File: config.mk
export PLATFORM = sky130hd
export DESIGN_NAME = shift_rows_pipe
export DESIGN_NICKNAME = d
export VERILOG_FILES = /design/src/rtl/aes_pkg.sv /design/src/rtl/shift_rows_perm.sv /design/src/rtl/shift_rows_pipe.sv
export SDC_FILE = /design/constraint.sdc
export NUM_CORES = 1
export LEC_CHECK = 0
export ABC_AREA = 1
export BUFFER_PORTS_ARGS = -buffer_cell sky130_fd_sc_hd__buf_2
export CAP_MARGIN = 5
export CORE_MARGIN = 5
export CORE_UTILIZATION = 50
export DETAILED_ROUTE_END_ITERATION = 10
export HOLD_SLACK_MARGIN = 0.15
export PLACE_DENSITY = 0.75
export SYNTH_ARGS = -nofsm -noshare
export SYNTH_HDL_FRONTEND = slang
export SYNTH_HIERARCHICAL = 1
export SYNTH_SLANG_ARGS = --single-unit
File: constraint.sdc
create_clock -name clk -period 10.2 [get_ports clk]
set_clock_uncertainty 0.05 [all_clocks]
set_input_delay 0.51 -clock clk [delete_from_list [all_inputs] [get_ports clk]]
set_output_delay 0.51 -clock clk [all_outputs]
set_load 0.005 [all_outputs]
File: src/rtl/aes_pkg.sv
// rtl/aes_pkg.sv - AES ShiftRows constants, legal block widths, row offsets and byte indexing
package aes_pkg;

    localparam int ROWS          = 4;
    localparam int WORD_SIZE_DEF = 8;
    localparam int NB_MAX        = 8;

    typedef logic [WORD_SIZE_DEF-1:0]                 state_byte_t;
    typedef state_byte_t [0:ROWS-1][0:NB_MAX-1]       state_t;

    function automatic bit nb_legal(input int nb);
        return (nb == 4) || (nb == 6) || (nb == 8);
    endfunction

    // Rijndael row offsets; the 256-bit block uses a wider spread for rows 2 and 3
    function automatic int row_shift(input int nb, input int r);
        case (r)
            1:       return 1;
            2:       return (nb == 8) ? 3 : 2;
            3:       return (nb == 8) ? 4 : 3;
            default: return 0;
        endcase
    endfunction

    function automatic int idx(input int r, input int c);
        return 4 * c + r;
    endfunction

endpackage

File: src/rtl/shift_rows_perm.sv
// rtl/shift_rows_perm.sv - combinational ShiftRows byte permutation; SHIFT_ROWS_INV_EN adds the inverse direction
module shift_rows_perm
    import aes_pkg::*;
#(
    parameter int WORD_SIZE = 8,
    parameter int NB        = 4
) (
    input  logic [0:WORD_SIZE*ROWS*NB-1] state,
    input  logic                         inv,
    output logic [0:WORD_SIZE*ROWS*NB-1] result
);

`ifndef SHIFT_ROWS_INV_EN
    logic unused_inv;
    assign unused_inv = inv;
`endif

    // Pure wiring: every output byte picks one source byte chosen at elaboration
    for (genvar c = 0; c < NB; c++) begin : g_col
        for (genvar r = 0; r < ROWS; r++) begin : g_row
            localparam int FWD_SRC = idx(r, (c + row_shift(NB, r)) % NB);
`ifdef SHIFT_ROWS_INV_EN
            localparam int INV_SRC = idx(r, (c - row_shift(NB, r) + NB) % NB);
            assign result[idx(r, c)*WORD_SIZE +: WORD_SIZE] =
                inv ? state[INV_SRC*WORD_SIZE +: WORD_SIZE]
                    : state[FWD_SRC*WORD_SIZE +: WORD_SIZE];
`else
            assign result[idx(r, c)*WORD_SIZE +: WORD_SIZE] =
                state[FWD_SRC*WORD_SIZE +: WORD_SIZE];
`endif
        end
    end

endmodule

File: src/rtl/shift_rows_pipe.sv
// rtl/shift_rows_pipe.sv - two-stage valid/ready ShiftRows pipeline; SHIFT_ROWS_INV_EN enables per-block inverse
module shift_rows_pipe
    import aes_pkg::*;
#(
    parameter int WORD_SIZE = 8,
    parameter int NB        = 4
) (
    input  logic                         clk,
    input  logic                         rst,
    input  logic                         flush,
    input  logic                         in_valid,
    output logic                         in_ready,
    input  logic                         in_inv,
    input  logic [0:WORD_SIZE*4*NB-1]    in_data,
    output logic                         out_valid,
    input  logic                         out_ready,
    output logic [0:WORD_SIZE*4*NB-1]    out_data
);

    localparam int W = WORD_SIZE * ROWS * NB;

    if (!nb_legal(NB)) begin : g_nb_check
        $error("shift_rows_pipe: NB must be 4, 6 or 8");
    end

    logic           a_valid;
    logic           b_valid;
    logic           b_ready;
    logic           a_load;
    logic           b_load;
    logic           perm_inv;
    logic [0:W-1]   a_data;
    logic [0:W-1]   b_data;
    logic [0:W-1]   perm_data;

    assign b_ready  = !b_valid || out_ready;
    assign in_ready = !a_valid || b_ready;
    assign a_load   = in_valid && in_ready;
    assign b_load   = a_valid && b_ready;

    // Flush only clears the valid flags; data registers keep whatever they hold
    always_ff @(posedge clk or posedge rst) begin
        if (rst) begin
            a_valid <= 1'b0;
            b_valid <= 1'b0;
        end else if (flush) begin
            a_valid <= 1'b0;
            b_valid <= 1'b0;
        end else begin
            if (in_ready) a_valid <= in_valid;
            if (b_ready)  b_valid <= a_valid;
        end
    end

    always_ff @(posedge clk or posedge rst) begin
        if (rst) begin
            a_data <= '0;
            b_data <= '0;
        end else begin
            if (a_load) a_data <= in_data;
            if (b_load) b_data <= perm_data;
        end
    end

`ifdef SHIFT_ROWS_INV_EN
    logic a_inv;

    always_ff @(posedge clk or posedge rst) begin
        if (rst) begin
            a_inv <= 1'b0;
        end else if (a_load) begin
            a_inv <= in_inv;
        end
    end

    assign perm_inv = a_inv;
`else
    logic unused_in_inv;
    assign unused_in_inv = in_inv;
    assign perm_inv      = 1'b0;
`endif

    shift_rows_perm #(
        .WORD_SIZE (WORD_SIZE),
        .NB        (NB)
    ) u_perm (
        .state  (a_data),
        .inv    (perm_inv),
        .result (perm_data)
    );

    assign out_valid = b_valid;
    assign out_data  = b_data;

endmodule

==> results.txt <==
----------------------------------------------------
[Critical path]
  Worst Path Required ... 10.60 ns
  Startpoint types ... flop
  Setup CP Type ... reg -> reg
  Critical path peak fanout ... slightly below 70
  Crit. End Element ... flop
  Worst path arrival time ... between 4 and 5 ns

[Drt]
  Top sig layer ... met5
  Vias ... roughly 8.6k
  DRC viols ... 0
  Residual antenna-violating net count after detailed routing ... 0
  Vias per Instance ... roughly 5.2
  WL final ... between 20000 and 30000 µm
  Number of detailed-routing iterations run before antenna repair ... 5
  Amount of wire on met3 after detailed routing ... roughly 2000 µm
  Drt initial violations ... 550
  M1 WL ... 11100 µm
  Detail-routed net length per standard cell ... about 16 µm
  Met2 wire len ... approximately 13000 µm

[Timing]
  Slew at the pin closest to its max-slew limit ... between 1 and 1.5 ns
  Crit path time final ... 3.68 ns
  Setup repair after global routing missed its margin ... no
  Setup TNS ... 0 ns
  Setup violators final ... 0
  Count of final max-slew check failures ... 0
  Fin crit share ... a little over a third
  Number of hold-slack violations in the final timing report ... 0
  Tightest slew margin relative to the limit ... around a third
  Hold WS ... roughly 0.17 ns
  Maximum frequency from static timing analysis ... approximately 270 MHz

[CTS]
  TritonCTS clock tree ... built
  TritonCTS sink count ... ~260
  Number of levels in the clock H-tree ... 1
  Post-CTS clock slew at the launch and capture registers of the worst setup and hold paths ... 0.06 ns
  Clk_lat worst skew ... ~0.52 ns
  Root buf cell ... clkbuf_16
  Maximum clock path buffer count ... 3
  Number of clock buffers inserted by TritonCTS ... 28
  Number of gates resized after cts ... 0

[Placement]
  Dpl hpwl ... approximately 16000 µm
  Routability congestion estimate ... approximately 0.79
  Total instance count after detailed placement ... roughly 1.6k
  Number of I/O port buffers ... around 260

[Global route]
  Total routing resource utilization after global routing ... between 20% and 30%
  Grt ovf ... 0
  Via count of the first global-routing pass ... 8684
  Largest net degree at the start of global routing ... about 110
  Initial antenna violation count ... 2
  Global-route wire length before repair ... 43800 µm

[Die]
  Area of the die ... 25100 µm²
  Horizontal extent of the die ... 159 µm
  Placement Rows ... 54
  Io pins ... roughly 260
  Initial cell density of the core ... 50.7%
  Die Ht ... between 150 and 200 µm
  Core Region ... roughly 22000 µm²

[Power]
  Leakage power ... 7.14 nW
  Total power density per cell area ... around 200 nW/µm²
  Worst-case vdd ir drop ... 115 µV
  Power Total ... about 2.6 mW

[Finish]
  Fill cell total of the finished layout ... 1936
  Final core utilization ... between 50% and 60%
  Relative area change from synthesis to final layout ... 14.7%
  Post-route insts no fill ... around 1.7k
  Fraction of final layout cells with drive strength greater than 1 ... between 20% and 30%
  Most frequent cells in the layout ... nand2_1, buf_2, dfrtp_1
  Most common cell after layout, fill and taps aside ... nand2_1
  Post-layout nets ... ~1.5k

[Job]
  Max-cap viol count ... 0

[Yosys]
  Mean instance size in the synthesized netlist ... around 8.8 µm²
  Synthesized netlist cell count ... around 1.2k
  Yosys warnings ... 6
  Cell area after synthesis ... approximately 11000 µm²
  Synthesized Nets ... about 1.4k

[Worst hold path]
  Class of the most critical hold timing path ... in -> reg

[Outcome]
  Outcome ... completed

----------------------------------------------------
-- routing by layer --
layer,track usage (%),up-vias
met5,0,-
met4,7.55,2
met3,3.94,55
met2,35.0,318
met1,28.6,4141
li1,-,4067
-- worst max-delay path: stages, from the launching register on --
cell and delay, ns:
dfrtp_4 0.91, nand3_4 0.69, nand2_4 0.84, buf_4 0.73, nand2_1 0.12, nand2_1 0.10
-- cell type report --
| cell class | instances | area, µm² | area share (%) |
|---|---|---|---|
| antenna | 1 | 2.50 | 0.0198 |
| clock buffer | 45 | 886 | 7.00 |
| clock inverter | 7 | 66.3 | 0.524 |
| inverter | 4 | 22.5 | 0.178 |
| multi-input combinational | 774 | 3260 | 25.8 |
| sequential | 258 | 6460 | 51.0 |
| tap | 280 | 350 | 2.77 |
| timing repair buffer | 293 | 1600 | 12.7 |
-- power breakdown --
part           switching [mW]  total (mW)  internal (mW)
Clock                   0.397        1.02          0.618
Sequential             0.0804        1.24           1.16
Combinational           0.192       0.336          0.143
Total                   0.670        2.59           1.92
-- state kept, by name (all words and copies together) (netlist names) --
register and flops:
out_valid 1, out_data 128, a_valid 1, a_data 128
-- final timing paths --
path | startpoint | endpoint | slack, ns | cells past startpoint
hold reg to reg | out_data[34]$_DFFE_PP0P_ | out_data[34]$_DFFE_PP0P_ | 0.41 | 2
max in group asynchronous | rst | out_data[65]$_DFFE_PP0P_ | 7.93 | 4
setup / recovery | a_valid$_DFFE_PP0P_ | a_data[90]$_DFFE_PP0P_ | 6.52 | 5
setup reg to reg | a_valid$_DFFE_PP0P_ | a_data[90]$_DFFE_PP0P_ | 6.52 | 5
min in group asynchronous | rst | out_data[22]$_DFFE_PP0P_ | 0.64 | 3
hold / removal | in_data[74] | a_data[74]$_DFFE_PP0P_ | 0.17 | 3
-- timing repair --
action,in CTS,in global routing
endpoints found under the hold margin,128,0
setup buffers,0,0
hold buffers,23,0
endpoints found under the setup margin,0,0
-- metrics by stage --
| stage | setup slack [ns] | instance area, µm² |
|---|---|---|
| after floorplan | 2.54 | 11000 |
| after global placement | 6.57 | 11500 |
| after detailed placement | 6.52 | 11500 |
| after CTS | 6.51 | 12700 |
| after global routing | 6.20 | 12700 |
| final | 6.52 | 12700 |
Power figures use the tool's default switching activity.
